--- src/rtl/router_fsm.sv ---
// router_fsm: control FSM for the 1x3 router.
// Decodes the destination from the header byte, sequences the packet
// register stage and generates the destination FIFO write enable.
// Optional feature macro: STALL_TIMEOUT_EN (abort a WAIT_TILL_EMPTY stall
// after TIMEOUT_CYCLES cycles and pulse timeout_err).
//
// state              | meaning
// -------------------+---------------------------------------------------
// DECODE_ADDRESS     | idle, sampling header byte for destination address
// LOAD_FIRST_DATA    | header accepted, register stage loads first byte
// LOAD_DATA          | payload bytes written to the destination FIFO
// FIFO_FULL_STATE    | destination FIFO full, input held
// LOAD_AFTER_FULL    | write the byte held during the full stall
// LOAD_PARITY        | parity byte written
// CHECK_PARITY_ERROR | register stage compares parity, internal reset
// WAIT_TILL_EMPTY    | destination FIFO still draining previous packet
module router_fsm #(
    parameter int TIMEOUT_CYCLES = 30,
    parameter int TO_W           = 5
) (
    input  logic       clock,
    input  logic       reset,
    input  logic       pkt_valid,
    input  logic [1:0] data_in,
    input  logic       fifo_full,
    input  logic [2:0] fifo_empty,
    input  logic [2:0] soft_reset,
    input  logic       parity_done,
    input  logic       low_pkt_valid,
    output logic       detect_add,
    output logic       lfd_state,
    output logic       ld_state,
    output logic       laf_state,
    output logic       full_state,
    output logic       rst_int_reg,
    output logic       write_enb_reg,
    output logic       busy,
    output logic [1:0] dest_addr,
    output logic       timeout_err
);

    typedef enum logic [2:0] {
        DECODE_ADDRESS,
        LOAD_FIRST_DATA,
        LOAD_DATA,
        FIFO_FULL_STATE,
        LOAD_AFTER_FULL,
        LOAD_PARITY,
        CHECK_PARITY_ERROR,
        WAIT_TILL_EMPTY
    } state_t;

    state_t state;
    state_t state_nxt;
    logic   empty_din;
    logic   empty_dest;
    logic   soft_dest;
    logic   hdr_ok;
    logic   abort;

    // Per-FIFO flag lookups; address 3 selects no FIFO.
    always_comb begin
        empty_din  = 1'b0;
        empty_dest = 1'b0;
        soft_dest  = 1'b0;
        case (data_in)
            2'd0:    empty_din = fifo_empty[0];
            2'd1:    empty_din = fifo_empty[1];
            2'd2:    empty_din = fifo_empty[2];
            default: empty_din = 1'b0;
        endcase
        case (dest_addr)
            2'd0: begin
                empty_dest = fifo_empty[0];
                soft_dest  = soft_reset[0];
            end
            2'd1: begin
                empty_dest = fifo_empty[1];
                soft_dest  = soft_reset[1];
            end
            2'd2: begin
                empty_dest = fifo_empty[2];
                soft_dest  = soft_reset[2];
            end
            default: begin
                empty_dest = 1'b0;
                soft_dest  = 1'b0;
            end
        endcase
    end

    assign hdr_ok = pkt_valid && (data_in != 2'd3);

`ifdef STALL_TIMEOUT_EN
    logic [TO_W-1:0] to_cnt;

    // Empty flag and soft reset both take precedence over the abort.
    assign abort = (state == WAIT_TILL_EMPTY) && !empty_dest && !soft_dest &&
                   (to_cnt == TO_W'(TIMEOUT_CYCLES - 1));

    // Stall counter runs only in WAIT_TILL_EMPTY; error pulse follows the abort edge.
    always_ff @(posedge clock) begin
        if (reset) begin
            to_cnt      <= '0;
            timeout_err <= 1'b0;
        end else begin
            to_cnt      <= (state == WAIT_TILL_EMPTY) ? to_cnt + 1'b1 : '0;
            timeout_err <= abort;
        end
    end
`else
    assign abort       = 1'b0;
    assign timeout_err = 1'b0;
`endif

    // State register and destination address latch.
    always_ff @(posedge clock) begin
        if (reset) begin
            state     <= DECODE_ADDRESS;
            dest_addr <= 2'd0;
        end else begin
            state <= state_nxt;
            if (state == DECODE_ADDRESS && hdr_ok)
                dest_addr <= data_in;
        end
    end

    // Next-state logic: soft reset, then timeout abort, then normal sequencing.
    always_comb begin
        state_nxt = state;
        if (state != DECODE_ADDRESS && soft_dest) begin
            state_nxt = DECODE_ADDRESS;
        end else if (abort) begin
            state_nxt = DECODE_ADDRESS;
        end else begin
            case (state)
                DECODE_ADDRESS:
                    if (hdr_ok)
                        state_nxt = empty_din ? LOAD_FIRST_DATA : WAIT_TILL_EMPTY;
                LOAD_FIRST_DATA:
                    state_nxt = LOAD_DATA;
                LOAD_DATA:
                    if (fifo_full)
                        state_nxt = FIFO_FULL_STATE;
                    else if (!pkt_valid)
                        state_nxt = LOAD_PARITY;
                FIFO_FULL_STATE:
                    if (!fifo_full)
                        state_nxt = LOAD_AFTER_FULL;
                LOAD_AFTER_FULL:
                    if (parity_done)
                        state_nxt = DECODE_ADDRESS;
                    else if (low_pkt_valid)
                        state_nxt = LOAD_PARITY;
                    else
                        state_nxt = LOAD_DATA;
                LOAD_PARITY:
                    state_nxt = CHECK_PARITY_ERROR;
                CHECK_PARITY_ERROR:
                    state_nxt = fifo_full ? FIFO_FULL_STATE : DECODE_ADDRESS;
                WAIT_TILL_EMPTY:
                    if (empty_dest)
                        state_nxt = LOAD_FIRST_DATA;
                default:
                    state_nxt = DECODE_ADDRESS;
            endcase
        end
    end

    assign detect_add    = (state == DECODE_ADDRESS);
    assign lfd_state     = (state == LOAD_FIRST_DATA);
    assign ld_state      = (state == LOAD_DATA);
    assign laf_state     = (state == LOAD_AFTER_FULL);
    assign full_state    = (state == FIFO_FULL_STATE);
    assign rst_int_reg   = (state == CHECK_PARITY_ERROR);
    assign write_enb_reg = (state == LOAD_DATA) || (state == LOAD_PARITY) ||
                           (state == LOAD_AFTER_FULL);
    assign busy          = (state != DECODE_ADDRESS) && (state != LOAD_DATA);

endmodule

--- config.mk ---
export PLATFORM = sky130hd
export DESIGN_NAME = router_fsm
export DESIGN_NICKNAME = d
export VERILOG_FILES = /design/src/rtl/router_fsm.sv
export SDC_FILE = /design/constraint.sdc
export NUM_CORES = 1
export LEC_CHECK = 0
export CAP_MARGIN = 30
export CELL_PAD_IN_SITES_DETAIL_PLACEMENT = 1
export CELL_PAD_IN_SITES_GLOBAL_PLACEMENT = 1
export CORE_ASPECT_RATIO = 1.4
export CORE_UTILIZATION = 24
export DETAILED_ROUTE_END_ITERATION = 10
export PLACE_DENSITY = 0.79
export SYNTH_ARGS = -nofsm -noshare
export SYNTH_HDL_FRONTEND = slang
export SYNTH_SLANG_ARGS = --single-unit
--- constraint.sdc ---
create_clock -name clock -period 1.3 [get_ports clock]
set_clock_uncertainty 0.1 [all_clocks]
set_input_delay 0.13 -clock clock [delete_from_list [all_inputs] [get_ports clock]]
set_output_delay 0.13 -clock clock [all_outputs]
set_load 0.01 [all_outputs]
# Word level (Yosys, flattened, before mapping)
# Cells that the tools add are included.
# classes
n_eq_ne,17
n_mux,13
reduce_logical,12
# ops
operator,n
3-bit 2-to-1 mux,8
3-bit one-hot mux with 8 select lines,1
"3-bit == test, second input constant",4
1-bit one-hot mux with 3 select lines,3
"3-bit by 2-bit == test with 1-bit output, second input constant",2
"2-bit inequality test, second input constant",3
"2-bit by 1-bit == test with 1-bit output, second input constant",2
"2-bit == test, second input constant",2
1-bit logical AND,4
2-bit zero test,2
4-bit AND reduction,1
"3-bit by 1-bit == test with 1-bit output, second input constant",1
3-bit zero test,1
"3-bit by 2-bit inequality test with 1-bit output, second input constant",1
"3-bit inequality test, second input constant",1
3-bit nonzero test,1
1-bit logical OR,2
2-bit 2-to-1 mux,1
"2-bit by 1-bit inequality test with 1-bit output, second input constant",1
2-bit OR reduction,1
# totals
register_bits,5
input_bits,14
wordCells,44

# Longest topological paths before layout
# depth
depth_word,5
ltp_mapped,5
ltp_nobuf,4

# Worst setup path after synthesis
# Ideal clock, no wire load.
# synth_path
path_kind,register to register
from,register dest_addr[1]
to,register state[1]
setup_ps,120
t_arrival_ps,1043
required_time_ps,1080
slack_ps,38
path_stages_with_launch,5
path_buffers,0
synth_period_minus_slack_ps,1262
cell_sequence,dfxtp_1 -> nand2_1 -> o2111ai_1 -> o21ai_1 -> o31a_1
# synth_via
elab_chain_len,4
elab_cells_between_ends,9
classes_between,3 x eq/ne; 2 x mux; 4 x reduce/logical
# synth_rtl
item,line,source
from (decl),38,"output logic [1:0] dest_addr,"
from (signal assigned),124,dest_addr <= data_in;
"2-bit == test, or another cell as far along",72,case (dest_addr)
1-bit one-hot mux with 3 select lines,72,
2-bit inequality test (no line) or 1-bit logical AND (tied branches),--,
4-bit AND reduction (no line) or 2-bit OR reduction (tied branches),--,
to (signal assigned),122,state <= state_nxt;
to (decl),53,state_t state;
# Several ways; a longest one is shown, not always the timed one.
# A chain may end at the register's enable or synchronous reset.

# Worst setup path in the final report
# layout_path
from,register state[0]
to,register state[2]
# layout_via
elab_chain_len,3
elab_cells_between_ends,17
classes_between,11 x eq/ne; 1 x mux; 5 x reduce/logical
# layout_rtl
item,line,source
"3-bit by 2-bit == test with 1-bit output, or another cell as far along",136,case (state)
"3-bit inequality test (no line), or another cell as far along",--,
4-bit AND reduction (no line) or 2-bit OR reduction (tied branches),--,
# Several ways; a longest one is shown, not always the timed one.

==> impl_metrics.yaml <==
setup_path:
  required_ns: 1.34
  cp_max_fo: 8
  critical_path.endpoint_type: "register"
  worst-setup-path-type: "reg2reg"
  crit_path_start_kind: "register"
  worstPathArrival_ns: 1.36
yosys:
  yosysSeqAreaShare_pct: 21.8
  ys_warn_count: 0
  synth_edf_count: 0
  synth.largest_area_cell: "dfxtp_1"
  async_flop_share_pct: 0
  synth_flop_cell: "dfxtp_1"
  synth-seq-cells: 5
  syn_area_um2: 459
  syn_avg_cell_area_um2: 7.17
  synth_nets: 78
  syn_inst: 64
  netlist.area_leader.share_pct: 21.8
  ys_top_cells_by_count: "nand2_1 (6), nor2_1 (6), a21oi_1 (5), dfxtp_1 (5), inv_1 (4)"
  synth.top_cells.by_area: "dfxtp_1 (22%), mux2i_1 (6.5%), a21oi_1 (5.4%)"
  yosysUniqueCellTypes: 30
floorplanning:
  die_area_mm2: 0.00209
  num_rows: 18
  initial_core_util_pct: 25.8
  core_mm2: 0.00178
  ioPinCount: 25
  die_h_um: 53.8
  die_w_um: 39.0
route:
  via_per_inst: 4.97
  firstDrtPassIters: 4
  ant_nets: 0
  wl_per_cell_um: 12.5
  drtIter0Drc: 2
  wirelength_mm: 1.53
  drc_errors: 0
  via_count: 606
flow_run:
  maxCapViolCount: 0
timing:
  fmax_mhz: 756
  hold_viol_final: 0
  rsz0062_at_grt: "yes"
  finalCritPeriodShare_pct: 102
  drv_slew: 0
  finalCriticalPeriod_ns: 1.32
  setup_violations: 1
  fin_ws_ns: -0.0220
run_status:
  status: "finished, violations left"
  failed_checks: "negative setup slack"
pwr:
  p_leak_nw: 0.379
  ir_worst_vdd_uv: 973
  power_density_mw_per_mm2: 2020
final_layout:
  syn_to_final_growth_pct: 83.4
  drive_above_1_share_pct: 39.2
  final.fill_count: 230
  diodes: 0
  stdcell_count: 122
  fin_nets: 117
placed_design:
  placed_cells: 113
  place_ws_ns: -0.236
  gp_congestion: 0.699
  hpwl_mm: 1.12
  io_buffer_count: 23
global_routing:
  antenna_found_initial: 0
  grt_max_degree: 9
  gr-total-overflow: 0
  track_usage_pct: 17.1
  first_global_vias: 608
  grt_pass1_wl_mm: 2.40
clocking:
  numCtsBuffers: 3
  h-tree-depth: 1
  clock_path_buffers: 2
  clk_pin_slew_worst_paths_ns: 0.04
  clock-sinks: 5
  root_buffer: "clkbuf_4"
  worst_skew_pair.late_latency_ns: 0.24
  tritoncts: "built"
  ctsHoldBuffers: 0
hold_path:
  worstHoldPathType: "in2reg"
## cell usage in the layout, fill, tap and decap left out, types with 2 or more instances in the layout
cell type	n
clkdlybuf4s50_1	13
nand3b_1	3
mux2i_1	3
o22ai_1	3
clkbuf_4	3
nor2_1	5
a21oi_1	5
and3_1	2
dfxtp_4	3
dlygate4sd2_1	2
inv_1	4
dfxtp_2	2
buf_6	3
nand2_1	6
buf_2	7
buf_4	12
a31oi_1	3
## layout make-up
class                           instances  area (um^2)  area share [%]
Clock buffer                            4         26.3            3.12
Sequential cell                         5          114            13.5
Inverter                                5         18.8            2.23
Multi-Input combinational cell         50          340            40.4
Tap cell                               20         25.0            2.97
Timing Repair Buffer                   38          318            37.7
## report_power, final
part / internal, W / switching [W]
combinational: 0.000646 / 0.000541
sequential: 0.000236 / 0.000101
clock: 0.000116 / 0.0000647
## routing by layer
| metal | routed length, um | share of wire, % | GRT usage (%) | vias to the layer above |
|---|---|---|---|---|
| li1 | - | - | - | 305 |
| met1 | 596 | 39 | 16.5 | 275 |
| met2 | 813 | 53 | 32.2 | 22 |
| met3 | 65 | 4.3 | 0 | 4 |
| met4 | 49 | 3.2 | 13.8 | 0 |
| met5 | 0 | 0 | 0 | - |
## kinds of logic after synthesis
group | count (synthesis) | synth area share [%]
DFF | 5 | 21.8
muxes | 3 | 6.54
and+or+nand+nor | 24 | 29.4
AOI/OAI and AO/OA | 22 | 31.9
buffers and inverters | 9 | 9.53
other | 1 | 0.817
## repair_timing
action,CTS,global route
setup buffers,4,1
resized for setup,44,5
setup endpoints to repair,15,9
pin swaps,2,1
## final timing paths
check | startpoint | to | slack (ns) | cells after the start
max | state[0] | state[2] | -0.02 | 5
min | reset | dest_addr[1] | 0.44 | 2
min reg2reg | dest_addr[0] | dest_addr[0] | 0.45 | 1
max reg2reg | state[0] | state[2] | -0.02 | 5
## registers in the layout, summed over array words and instances, names as in the netlist
register,flops
dest_addr,2
state,3
## critical path, cell delays in order, from the launching register on
cell and delay [ns]:
dfxtp_4 0.37, buf_4 0.17, nor2_1 0.10, nand2_1 0.06, a211o_1 0.30, o211a_1 0.12
## through the flow
step	instance area [um^2]	hold slack (ns)	util (%)	total power (W)	TNS [ns]
finish	842	0.439	47.3	0.00170	-0.0220
global route	842	0.450	47.3	0.00184	-0.346
CTS	826	0.436	46.4	0.00167	-0.0940
detailed placement	764	0.516	43.0	0.00139	-1.62
global placement	764	0.516	43.0	0.00138	-1.63
floorplan	459	0.109	-	0.000851	0
No activity file was read; power rests on OpenSTA's default activity.
